--- src/rtl/jimmy_io_pkg.sv ---
// Shared types and constants for the jimmy CPU output-port peripherals.
// OUT_PORT_UART_PARITY_EN adds the PARITY state to the UART state encoding.
package jimmy_io_pkg;

  localparam int unsigned UART_DATA_BITS = 8;
  localparam int unsigned STROBE_W       = 4;

`ifdef OUT_PORT_UART_PARITY_EN
  typedef enum logic [2:0] {
    IDLE,
    START,
    DATA,
    PARITY,
    STOP
  } uart_state_t;
`else
  typedef enum logic [1:0] {
    IDLE,
    START,
    DATA,
    STOP
  } uart_state_t;
`endif

endpackage

--- src/rtl/sync_fifo.sv ---
// Single-clock FIFO with extra-MSB pointers for full/empty and a registered count.
// Read data is combinational from the head slot; nothing falls through on the push cycle.
module sync_fifo #(
  parameter int unsigned WIDTH = 8,
  parameter int unsigned DEPTH = 8
) (
  input  logic                     clk,
  input  logic                     rst_n,
  input  logic                     push,
  input  logic                     pop,
  input  logic [WIDTH-1:0]         din,
  output logic [WIDTH-1:0]         dout,
  output logic [$clog2(DEPTH):0]   count,
  output logic                     full,
  output logic                     empty
);

  localparam int unsigned AW = $clog2(DEPTH);
  localparam int unsigned PW = AW + 1;

  logic [WIDTH-1:0] mem [DEPTH];
  logic [PW-1:0]    wr_ptr;
  logic [PW-1:0]    rd_ptr;
  logic             wr_en;
  logic             rd_en;

  assign full  = (wr_ptr[AW] != rd_ptr[AW]) && (wr_ptr[AW-1:0] == rd_ptr[AW-1:0]);
  assign empty = (wr_ptr == rd_ptr);
  // A push into a full FIFO is accepted only when a pop frees the head slot this cycle.
  assign rd_en = pop && !empty;
  assign wr_en = push && (!full || rd_en);
  assign dout  = mem[rd_ptr[AW-1:0]];

  always_ff @(posedge clk) begin
    if (wr_en) mem[wr_ptr[AW-1:0]] <= din;
  end

  always_ff @(posedge clk or negedge rst_n) begin
    if (!rst_n) begin
      wr_ptr <= '0;
      rd_ptr <= '0;
      count  <= '0;
    end else begin
      if (wr_en) wr_ptr <= wr_ptr + PW'(1);
      if (rd_en) rd_ptr <= rd_ptr + PW'(1);
      unique case ({wr_en, rd_en})
        2'b10:   count <= count + PW'(1);
        2'b01:   count <= count - PW'(1);
        default: count <= count;
      endcase
    end
  end

endmodule

--- src/rtl/out_port_uart.sv ---
// Captures bytes written to one jimmy CPU output port and sends them as UART frames.
// Define OUT_PORT_UART_PARITY_EN to append an even-parity bit (8E1 instead of 8N1).
module out_port_uart
  import jimmy_io_pkg::*;
#(
  parameter int unsigned PORT_SEL     = 2,
  parameter int unsigned CLKS_PER_BIT = 868,
  parameter int unsigned FIFO_DEPTH   = 8
) (
  input  logic                          clk,
  input  logic                          reset,
  input  logic [UART_DATA_BITS-1:0]     out_port,
  input  logic [STROBE_W-1:0]           out_strobe,
  output logic                          tx,
  output logic                          tx_busy,
  output logic [$clog2(FIFO_DEPTH):0]   fifo_count,
  output logic                          overflow
);

  localparam int unsigned SEL_W  = $clog2(STROBE_W);
  localparam int unsigned BAUD_W = $clog2(CLKS_PER_BIT);
  localparam int unsigned BIT_W  = $clog2(UART_DATA_BITS);
  localparam logic [SEL_W-1:0] SEL = SEL_W'(PORT_SEL);

  logic                      stb_q;
  logic [UART_DATA_BITS-1:0] data_q;
  logic                      push_c;
  logic                      pop_c;
  logic [UART_DATA_BITS-1:0] fifo_dout;
  logic                      fifo_full;
  logic                      fifo_empty;
  logic                      unused_strobes;

  uart_state_t               state, state_d;
  logic [BAUD_W-1:0]         baud_cnt, baud_cnt_d;
  logic [BIT_W-1:0]          bit_cnt, bit_cnt_d;
  logic [UART_DATA_BITS-1:0] shift_q, shift_d;
  logic                      tx_d;
  logic                      tx_busy_d;
  logic                      baud_last;
  logic                      bit_last;
`ifdef OUT_PORT_UART_PARITY_EN
  logic                      parity_q, parity_d;
`endif

  assign unused_strobes = ^out_strobe;

  // One push per strobe pulse, on its falling edge, using the last byte seen while high.
  assign push_c = stb_q && !out_strobe[SEL];

  always_ff @(posedge clk or negedge reset) begin
    if (!reset) begin
      stb_q  <= 1'b0;
      data_q <= '0;
    end else begin
      stb_q <= out_strobe[SEL];
      if (out_strobe[SEL]) data_q <= out_port;
    end
  end

  sync_fifo #(
    .WIDTH (UART_DATA_BITS),
    .DEPTH (FIFO_DEPTH)
  ) u_fifo (
    .clk   (clk),
    .rst_n (reset),
    .push  (push_c),
    .pop   (pop_c),
    .din   (data_q),
    .dout  (fifo_dout),
    .count (fifo_count),
    .full  (fifo_full),
    .empty (fifo_empty)
  );

  // Sticky until reset: a capture was lost because nothing could be popped to make room.
  always_ff @(posedge clk or negedge reset) begin
    if (!reset) overflow <= 1'b0;
    else if (push_c && fifo_full && !pop_c) overflow <= 1'b1;
  end

  assign baud_last = (baud_cnt == BAUD_W'(CLKS_PER_BIT - 1));
  assign bit_last  = (bit_cnt == BIT_W'(UART_DATA_BITS - 1));

  always_ff @(posedge clk or negedge reset) begin
    if (!reset) begin
      state    <= IDLE;
      baud_cnt <= '0;
      bit_cnt  <= '0;
      shift_q  <= '0;
      tx       <= 1'b1;
      tx_busy  <= 1'b0;
`ifdef OUT_PORT_UART_PARITY_EN
      parity_q <= 1'b0;
`endif
    end else begin
      state    <= state_d;
      baud_cnt <= baud_cnt_d;
      bit_cnt  <= bit_cnt_d;
      shift_q  <= shift_d;
      tx       <= tx_d;
      tx_busy  <= tx_busy_d;
`ifdef OUT_PORT_UART_PARITY_EN
      parity_q <= parity_d;
`endif
    end
  end

  // tx is the registered line level of the current state, so it trails the state by a cycle.
  always_comb begin
    state_d    = state;
    baud_cnt_d = baud_cnt;
    bit_cnt_d  = bit_cnt;
    shift_d    = shift_q;
    tx_busy_d  = tx_busy;
    tx_d       = 1'b1;
    pop_c      = 1'b0;
`ifdef OUT_PORT_UART_PARITY_EN
    parity_d   = parity_q;
`endif

    unique case (state)
      IDLE: begin
        tx_d = 1'b1;
        if (!fifo_empty) begin
          pop_c      = 1'b1;
          shift_d    = fifo_dout;
          tx_busy_d  = 1'b1;
          baud_cnt_d = '0;
          bit_cnt_d  = '0;
          state_d    = START;
`ifdef OUT_PORT_UART_PARITY_EN
          parity_d   = ^fifo_dout;
`endif
        end
      end
      START: begin
        tx_d = 1'b0;
        if (baud_last) begin
          baud_cnt_d = '0;
          bit_cnt_d  = '0;
          state_d    = DATA;
        end else begin
          baud_cnt_d = baud_cnt + BAUD_W'(1);
        end
      end
      DATA: begin
        tx_d = shift_q[0];
        if (baud_last) begin
          baud_cnt_d = '0;
          shift_d    = {1'b0, shift_q[UART_DATA_BITS-1:1]};
          if (bit_last) begin
`ifdef OUT_PORT_UART_PARITY_EN
            state_d = PARITY;
`else
            state_d = STOP;
`endif
          end else begin
            bit_cnt_d = bit_cnt + BIT_W'(1);
          end
        end else begin
          baud_cnt_d = baud_cnt + BAUD_W'(1);
        end
      end
`ifdef OUT_PORT_UART_PARITY_EN
      PARITY: begin
        tx_d = parity_q;
        if (baud_last) begin
          baud_cnt_d = '0;
          state_d    = STOP;
        end else begin
          baud_cnt_d = baud_cnt + BAUD_W'(1);
        end
      end
`endif
      STOP: begin
        tx_d = 1'b1;
        if (baud_last) begin
          baud_cnt_d = '0;
          tx_busy_d  = 1'b0;
          state_d    = IDLE;
        end else begin
          baud_cnt_d = baud_cnt + BAUD_W'(1);
        end
      end
      default: begin
        state_d = IDLE;
      end
    endcase
  end

endmodule

--- config.mk ---
export PLATFORM = sky130hd
export DESIGN_NAME = out_port_uart
export DESIGN_NICKNAME = d
export VERILOG_FILES = /design/src/rtl/jimmy_io_pkg.sv /design/src/rtl/sync_fifo.sv /design/src/rtl/out_port_uart.sv
export SDC_FILE = /design/constraint.sdc
export NUM_CORES = 1
export LEC_CHECK = 0
export BUFFER_PORTS_ARGS = -buffer_cell sky130_fd_sc_hd__buf_2
export CELL_PAD_IN_SITES_DETAIL_PLACEMENT = 1
export CELL_PAD_IN_SITES_GLOBAL_PLACEMENT = 2
export CORE_MARGIN = 2
export CORE_UTILIZATION = 40
export DETAILED_ROUTE_END_ITERATION = 6
export PLACE_DENSITY_LB_ADDON = 0.1
export SYNTH_ARGS = -nofsm -noshare
export SYNTH_HDL_FRONTEND = slang
export SYNTH_HIERARCHICAL = 1
export SYNTH_SLANG_ARGS = --single-unit
--- constraint.sdc ---
create_clock -name clk -period 7.9 [get_ports clk]
set_clock_uncertainty 0.15 [all_clocks]
set_input_delay 1.58 -clock clk [delete_from_list [all_inputs] [get_ports clk]]
set_output_delay 1.58 -clock clk [all_outputs]
set_load 0.02 [all_outputs]
==> impl_metrics.ini, run 1 <==
[setup_path]
critPathKind = reg -> reg
path_delay_family = compound AO/OA/AOI/OAI gates
cp_cell_sequence = xnor2_2 > nand3_2 > nor2_1 > nor2b_1 > buf_4 > o31ai_4 > ha_1 > ha_1 > a21o_1 > a2111oi_0 > a31oi_1 > a311o_1
worstSetupEndpointType = flip-flop
required_ps = 8000
critical_path.max_stage_delay_ps = 980
crit_fanout = 20
cp_slowest_cell = dfrtp_1
cp-start-kind = flip-flop
crit_arrival_ps = 4120
cpMostUsedCell = ha_1
crit_buf_inv = 1

[clock_network]
max-clock-path-buffers = 2
postCtsHoldBufs = 0
cts_inserted_buffers = 9
post-cts-setup-buffers = 0
clkTransAtPathRegs_ps = 90
clk_latency_ps = 360
clkSinkCount = 111
ctsResizeCount = 0
htreeDepth = 3
cts-root-buf = clkbuf_16
tritoncts = yes

[yosys]
ys_types = 50
synth_seq_area_share = 0.6125
synth_top_family_by_area = multiplexers
synth_edf_count = 64
syn_nets = 362
yosysWarnings = 6
synth-simple-area-share = 0.08086
syn_area_per_cell_um2 = 15.19
synthCells = 333
async_flop_share = 0.4234
muxShareOfSynthArea = 0.1620
synth_compound_area_frac = 0.04946
synthFlopType = edfxtp_1
synthesis.area_um2 = 5060
synth_seq_cells = 111
synthAdderAreaFrac = 0.03858
synth_xor_area_frac = 0.02720

[route]
viasPerCell = 5.180
drc = 0
drt_iter0_drc = 160
drt_wl_total_mm = 9.430
dr_total_vias = 2740
drt-pass1-iter-count = 4
wl_per_cell_um = 17.83
ant_nets = 0

[timing]
drv_slew = 0
fin_ws_ps = 3887
finalSetupViolations = 0
finalCritPeriodShare = 0.5080
maxSlewHeadroom = 0.3621
fin_setup_tns_ps = 0
final.min_clock_period_ps = 4013
grt_setup_unrepaired = no
finalHoldViolations = 0
worst_slew_pin_slew_ps = 956.9
fmax_mhz = 249.2

[floorplan]
die-area_um2 = 13570
core_area_um2 = 12470
die_y_um = 116.5
row_count = 41
start_util = 0.4059
ios = 21
fp.dieW_um = 116.5

[final_layout]
fin_area_um2 = 5614
n_antenna_cell = 0
drive_gt1_frac = 0.2829
layout.nets = 381
area_delta_synth_final_pct = 10.95

[global_route]
grt_start_max_net_pins = 48
antenna_found_initial = 0
grt_pass1_wl_mm = 15.30
first_global_vias = 2749
gr-total-overflow = 0
grt_use_total = 0.1540

[placed_design]
pre_cts_ws_ps = 3584
io_buffer_count = 17
postPlaceCellArea_um2 = 5306
hpwlAfterDp_mm = 6.064
place.gp.congestion = 0.7119

[power_and_ir_drop]
p_total_mw = 2.099
powerDensity_nw_per_um2 = 373.8
p_leak_nw = 2.104
ir_worst_vdd_uv = 200.0

[job]
cap_violations = 0

[min_path]
holdCritPathClass = reg -> reg

[run_status]
status = completed
## layer usage
metal	share of wire	up-vias	global-route usage	wire [µm]
met5	0	-	0	0
met4	0.0091	0	0.04286	86
li1	-	1302	-	-
met1	0.49	1388	0.2126	4589
met2	0.47	44	0.2380	4455
met3	0.032	6	0.04670	299
## sequential cells by signal (all words and copies together), names as in the netlist
name,cells
tx,1
stb_q,1
overflow,1
baud_cnt,10
shift_q,8
u_fifo/wr_ptr,4
data_q,8
u_fifo/rd_ptr,4
u_fifo/mem,64
state,2
u_fifo/count,4
bit_cnt,3
tx_busy,1
## worst reg2reg max path, cell delays in order, from the launching register on
cell and delay (ps):
dfrtp_1 980, xnor2_2 200, nand3_2 240, nor2_1 230, nor2b_1 80, buf_4 190, o31ai_4 310, ha_1 300
ha_1 260, a21o_1 200, a2111oi_0 390, a31oi_1 80, a311o_1 320
## per-stage QoR
stage / utilization / std cells / hold WS (ps)
floorplan: - / 333 / 322.0
global placement: 0.4257 / 513 / 314.0
detailed placement: 0.4257 / 513 / 316.8
CTS: 0.4504 / 529 / 336.0
global route: 0.4504 / 529 / 356.1
finish: 0.4504 / 529 / 320.1
## cell type report
| class | instances | area [µm²] |
|---|---|---|
| clock buffers | 9 | 225.2 |
| clock inverters | 7 | 82.58 |
| fillers | 1260 | 6852 |
| inverters | 12 | 45.04 |
| multi-input cells | 195 | 1817 |
| flip-flops and latches | 111 | 3099 |
| well taps | 172 | 215.2 |
| repair buffers | 23 | 130.1 |
## worst paths after layout
check                           slack, ps          endpoint             start  cells past startpoint
worst max-delay path                 3890   u_fifo/count[3]  u_fifo/rd_ptr[1]                     12
worst min register to register        320          overflow          overflow                      1
max in group asynchronous            5950  u_fifo/wr_ptr[2]             reset                      2
worst min-delay path                  320          overflow          overflow                      1
worst max register to register       3890   u_fifo/count[3]  u_fifo/rd_ptr[1]                     12
min in group asynchronous            1180         data_q[6]             reset                      2
## power breakdown
| part | total, mW | internal [mW] | switching (mW) |
|---|---|---|---|
| Combinational | 0.777 | 0.404 | 0.373 |
| Clock | 0.463 | 0.227 | 0.236 |
| Sequential | 0.859 | 0.732 | 0.127 |
## cell usage in the layout (no fill, tap or decap), drive strengths merged, types with 12 or more instances in the layout
cell type,count
edfxtp,64
dfrtp,46
mux2,36
buf,23
nand2,22
mux4,16
nor2,15
inv,15
ha,14
o21ai,12
xnor2,12
## cell usage after synthesis, types with 3 or more instances
library cell  count  share of area
a21oi_1           3         0.0030
buf_6             6          0.013
clkbuf_1          7         0.0052
dfrtp_1          46           0.23
edfxtp_1         64           0.38
ha_1             14          0.035
inv_1            12         0.0089
mux2_2           28          0.062
mux2_4            8          0.024
mux4_2           15          0.067
nand2_1          22          0.016
nand2b_1          4         0.0049
nand3_1           8         0.0079
nand4_1           3         0.0037
nor2_1           15          0.011
nor2b_1           4         0.0049
nor3_1            5         0.0049
nor4_1            5         0.0062
o21ai_0          12          0.012
o311ai_0          3         0.0052
xnor2_1          10          0.017
## cells by family after synthesis
kind of cell | after synthesis
DFF | 111
and+or+nand+nor | 79
muxes | 54
AOI/OAI and AO/OA | 33
buffers and inverters | 27
adders and majority gates | 15
xor gates and xnor gates | 14
Note: power is estimated with default switching activity, not from simulation.
==> inputs of run 2 (changes only) <==
==> constraint.sdc (replaced) <==
create_clock -name clk -period 3.2 [get_ports clk]
set_clock_uncertainty 0.15 [all_clocks]
set_input_delay 0.64 -clock clk [delete_from_list [all_inputs] [get_ports clk]]
set_output_delay 0.64 -clock clk [all_outputs]
set_load 0.02 [all_outputs]
==> run 2 against run 1 <==
Clock power increased to 2.6 times the previous value. Via count increased by 0.77%. Sequential cell count unchanged. Wire length increased by 2.2%. Clock-buffer cell count unchanged. Final cell count increased by 3.2%. Largest cell class unchanged. Maximum frequency increased by 34%. Die area unchanged. First-iteration DRC count decreased by 23%. Largest power group is now combinational logic.
==> impl_metrics.ini, run 2 (same netlist as run 1, synthesis figures left out) <==
[timing]
fin_ws_ps = 210.8
finalSetupViolations = 0
grt_setup_unrepaired = no
fin_setup_tns_ps = 0
drv_slew = 0
worst_slew_pin_slew_ps = 893.2
maxSlewHeadroom = 0.4023
final.min_clock_period_ps = 2989
finalCritPeriodShare = 0.9341
fmax_mhz = 334.5
finalHoldViolations = 0

[final_layout]
fillers = 1253
layout_common_cells = edfxtp_1 (64), dfrtp_1 (46), mux2_2 (28)
drive_gt1_frac = 0.3235
area_delta_synth_final_pct = 14.44
n_antenna_cell = 0
regArea_um2 = 3099
multiInputGateArea_um2 = 1846
layout_commonest_cell = edfxtp_1
largest_reg_flops = 64
fin_cells = 546
layout.nets = 398

[clock_network]
htreeDepth = 3
post-cts-setup-buffers = 0
clk_latency_ps = 350
max-clock-path-buffers = 2
clkSinkCount = 111
postCtsHoldBufs = 0
cts-root-buf = clkbuf_16
cts_inserted_buffers = 9
tritoncts = yes
clkTransAtPathRegs_ps = 80

[route]
drt_wl_total_mm = 9.633
drc = 0
ant_nets = 0
dr_total_vias = 2761
drt-pass1-iter-count = 4
wl_per_cell_um = 17.64
drt_iter0_drc = 124
viasPerCell = 5.057

[power_and_ir_drop]
intPower_mw = 3.607
p_sw_frac = 0.3415
p_leak_nw = 2.202
p_switching_mw = 1.870
powerDensity_nw_per_um2 = 945.9
comb_power_share = 0.414
sequentialPowerShare = 0.365
ir_worst_vdd_uv = 395.5
clockPowerShare = 0.220

[global_route]
gr-total-overflow = 0
first_global_vias = 2837
grt_start_max_net_pins = 48
antenna_found_initial = 0
grt_use_total = 0.1571
grt_pass1_wl_mm = 15.54

[placed_design]
io_buffer_count = 17
hpwlAfterDp_mm = 6.341
pre_cts_ws_ps = 124.7
placed_cells = 530
place.gp.congestion = 0.7083

[setup_path]
cp-startpoint = u_fifo/rd_ptr[2]
reg2reg_depth = 12
crit_arrival_ps = 3070
critPathKind = reg -> reg
crit_fanout = 5
crit_path_end = u_fifo/count[3]
required_ps = 3280
regToRegStartpoint = u_fifo/rd_ptr[2]
ff2ff_setup_slack_ps = 210
cp-start-kind = flip-flop
reg2reg_to = u_fifo/count[3]
worstSetupEndpointType = flip-flop

[floorplan]
row_count = 41
fp.dieW_um = 116.5
core_area_um2 = 12470
die_y_um = 116.5
ios = 21
start_util = 0.4059
die-area_um2 = 13570

[job]
cap_violations = 0

[min_path]
holdCritPathClass = in -> async

[run_status]
status = completed
[run 2: worst max-delay path, cell delays in order (launching register included)]
cell and delay (ps):
dfrtp_1 400, xnor2_1 190, nand3_2 120, nor2_4 110, nor2b_1 70, buf_4 160
o31ai_4 270, ha_4 210, ha_1 220, a21o_1 210, a2111oi_2 360, a31oi_1 80
a311o_1 310
[run 2: metal layers]
metal  up-vias  routed length, µm  global-route usage
met1      1405               4696              0.2193
met2        24               4611              0.2473
met3        10                165             0.02647
met4         0                159             0.06190
li1       1322                  -                   -
met5         -                  0                   0
[run 2: how the worst min path moves through the flow]
stage	start	to	slack [ps]	cells past startpoint
detailed placement	overflow	overflow	310	1
global placement	overflow	overflow	310	1
finish	reset	data_q[5]	250	2
floorplan	reset	baud_cnt[0]	190	0
global route	reset	data_q[6]	290	2
CTS	reset	shift_q[6]	260	2
[run 2: area by class of cell]
| type | instances | share of cell area |
|---|---|---|
| clock buffers | 9 | 0.03889 |
| clock inverters | 7 | 0.01772 |
| inverters | 12 | 0.007779 |
| multi-input cells | 195 | 0.3187 |
| flip-flops and latches | 111 | 0.5352 |
| well taps | 172 | 0.03717 |
| repair buffers | 40 | 0.04451 |
[run 2: power by group through the flow]
stage / registers [mW] / clock network [mW] / logic (mW)
floorplan: 2.03 / 0 / 1.72
global placement: 2.01 / 0 / 2.23
detailed placement: 2.03 / 0 / 2.27
CTS: 2.00 / 1.24 / 2.29
global route: 2.04 / 1.30 / 2.52
finish: 2.00 / 1.21 / 2.27
[run 2: what timing repair did]
item	in CTS	in global routing
resized for setup	0	3
endpoints found under the setup margin	0	1
endpoints found under the hold margin	0	0
[run 2: stage by stage]
step | hold slack (ps) | power, mW | instance area [µm²] | util
finish | 249.1 | 5.477 | 5791 | 0.4645
global route | 290.0 | 5.860 | 5791 | 0.4645
CTS | 263.8 | 5.531 | 5768 | 0.4627
detailed placement | 308.1 | 4.297 | 5440 | 0.4364
global placement | 309.5 | 4.248 | 5440 | 0.4364
floorplan | 194.4 | 3.755 | 5075 | -
==> inputs of run 3 (changes only) <==
--- a/config.mk
+++ b/config.mk
@@ -8,10 +8,12 @@
 export BUFFER_PORTS_ARGS = -buffer_cell sky130_fd_sc_hd__buf_2
 export CELL_PAD_IN_SITES_DETAIL_PLACEMENT = 1
 export CELL_PAD_IN_SITES_GLOBAL_PLACEMENT = 2
-export CORE_MARGIN = 2
+export CORE_MARGIN = 1
 export CORE_UTILIZATION = 40
+export CTS_CLUSTER_DIAMETER = 30
 export DETAILED_ROUTE_END_ITERATION = 6
 export PLACE_DENSITY_LB_ADDON = 0.1
+export RECOVER_POWER = 100
 export SYNTH_ARGS = -nofsm -noshare
 export SYNTH_HDL_FRONTEND = slang
 export SYNTH_HIERARCHICAL = 1
==> run 3 against run 2 <==
Final cell count is 1.3% lower. Sequential cell count unchanged. Utilization grew 0.23 points. Critical path depth unchanged. Power decreased by 3.8%. Sequential power about the same. Die area fell by 3.4%. Maximum frequency decreased by 1.1%. Critical endpoint unchanged. First-iteration DRC count increased by 4.0%. Register-to-register slack got worse by 30 ps.
==> impl_metrics.ini, run 3 (same netlist as run 1, synthesis figures left out) <==
[floorplan]
ios = 21
row_count = 40
fp.dieW_um = 114.5
die_y_um = 114.5
die-area_um2 = 13100
start_util = 0.4160
core_area_um2 = 12160

[min_path]
holdCritPathClass = reg -> reg

[route]
drt_wl_total_mm = 9.662
dr_total_vias = 2803
ant_nets = 0
drc = 0
wl_met3_um = 260
wl_met1_mm = 4.449
drt-pass1-iter-count = 4
viasPerCell = 5.200
top_layer = met4
drt_iter0_drc = 129
wl_met2_mm = 4.816
wl_per_cell_um = 17.93

[clock_network]
tritoncts = yes
clk_latency_ps = 360
clkSinkCount = 111
postCtsHoldBufs = 0
htreeDepth = 3
clkTransAtPathRegs_ps = 90
cts-root-buf = clkbuf_16
cts_inserted_buffers = 9
max-clock-path-buffers = 2

[setup_path]
required_ps = 3300
path_delay_family = compound AO/OA/AOI/OAI gates
critPathKind = reg -> reg
cp-start-kind = flip-flop
cp_cell_sequence = xnor2_2 > nand3_2 > nor2_2 > nor2b_2 > buf_4 > o31ai_4 > ha_4 > ha_1 > a21o_1 > a2111oi_2 > a31oi_1 > a311o_1
worstSetupEndpointType = flip-flop
cp_slowest_cell = dfrtp_1
crit_fanout = 7
critical_path.max_stage_delay_ps = 420
crit_buf_inv = 1
crit_arrival_ps = 3120

[final_layout]
fillers = 1236
area_delta_synth_final_pct = 12.19
regArea_um2 = 3099
layout_common_cells = edfxtp_1 (64), dfrtp_1 (46), mux2_2 (28)
layout_commonest_cell = edfxtp_1
n_antenna_cell = 0
drive_gt1_frac = 0.2588
layout.nets = 395
multiInputGateArea_um2 = 1805
largest_reg_flops = 64

[placed_design]
pre_cts_ws_ps = 85.06
place.gp.congestion = 0.6949
hpwlAfterDp_mm = 6.472
io_buffer_count = 17

[timing]
fmax_mhz = 330.8
fin_setup_tns_ps = 0
finalHoldViolations = 0
worst_slew_pin_slew_ps = 1238
drv_slew = 0
final.min_clock_period_ps = 3023
grt_setup_unrepaired = no
fin_ws_ps = 176.6
maxSlewHeadroom = 0.1747
finalCritPeriodShare = 0.9448
finalSetupViolations = 0

[power_and_ir_drop]
ir_worst_vdd_uv = 451.6
p_leak_nw = 2.096
powerDensity_nw_per_um2 = 928.6

[job]
cap_violations = 0

[global_route]
antenna_found_initial = 0
first_global_vias = 3064
grt_pass1_wl_mm = 16.10
gr-total-overflow = 0
grt_start_max_net_pins = 48
grt_use_total = 0.1682

[run_status]
status = completed
## run 3: cell types whose count changed in the layout (fill, tap and decap cells not counted), moves of 2 or more
cell / change
clkbuf_1: +14
mux2_4: -8
mux2_1: +8
buf_2: -8
o311ai_0: +2
buf_4: -10
## run 3: path summary, 6_finish.rpt
kind	slack, ps	to	startpoint	cells after the start
worst max register to register	180	u_fifo/count[3]	u_fifo/rd_ptr[1]	12
worst min-delay path	340	overflow	overflow	1
max in group asynchronous	1680	data_q[6]	reset	2
worst max-delay path	180	u_fifo/count[3]	u_fifo/rd_ptr[1]	12
min in group asynchronous	450	shift_q[6]	reset	2
worst min register to register	340	overflow	overflow	1
## run 3: final cells by class
class,instances,share of cell area
clock inverters,7,0.01609
well taps,168,0.03703
inverters,12,0.007935
clock buffers,9,0.03967
flip-flops and latches,111,0.5460
repair buffers,37,0.03527
multi-input cells,195,0.3181
## run 3: power by group
group	switching (mW)	internal (mW)	leakage, nW
clock network	0.586	0.568	0.154
logic	1.09	1.02	0.788
registers	0.199	1.81	1.15
## run 3: timing repair
item	4_1_cts	5_1_grt
gates resized for setup	0	6
buffers inserted	0	2
hold endpoints to repair	0	0
endpoints found under the setup margin	0	1
## run 3: routing by layer
layer | track usage | up-vias
met5 | 0 | -
met4 | 0.06147 | 0
met3 | 0.03970 | 9
met2 | 0.2739 | 33
met1 | 0.2203 | 1441
li1 | - | 1320
## run 3: through the flow
step	hold WS (ps)	total power, mW	instances	instance area, µm²	util
floorplan	194.4	3.755	333	5075	-
global route	346.1	5.629	539	5677	0.4668
detailed placement	318.4	4.280	521	5398	0.4438
global placement	323.5	4.212	521	5398	0.4438
finish	344.2	5.271	539	5677	0.4668
CTS	254.7	5.467	537	5714	0.4699
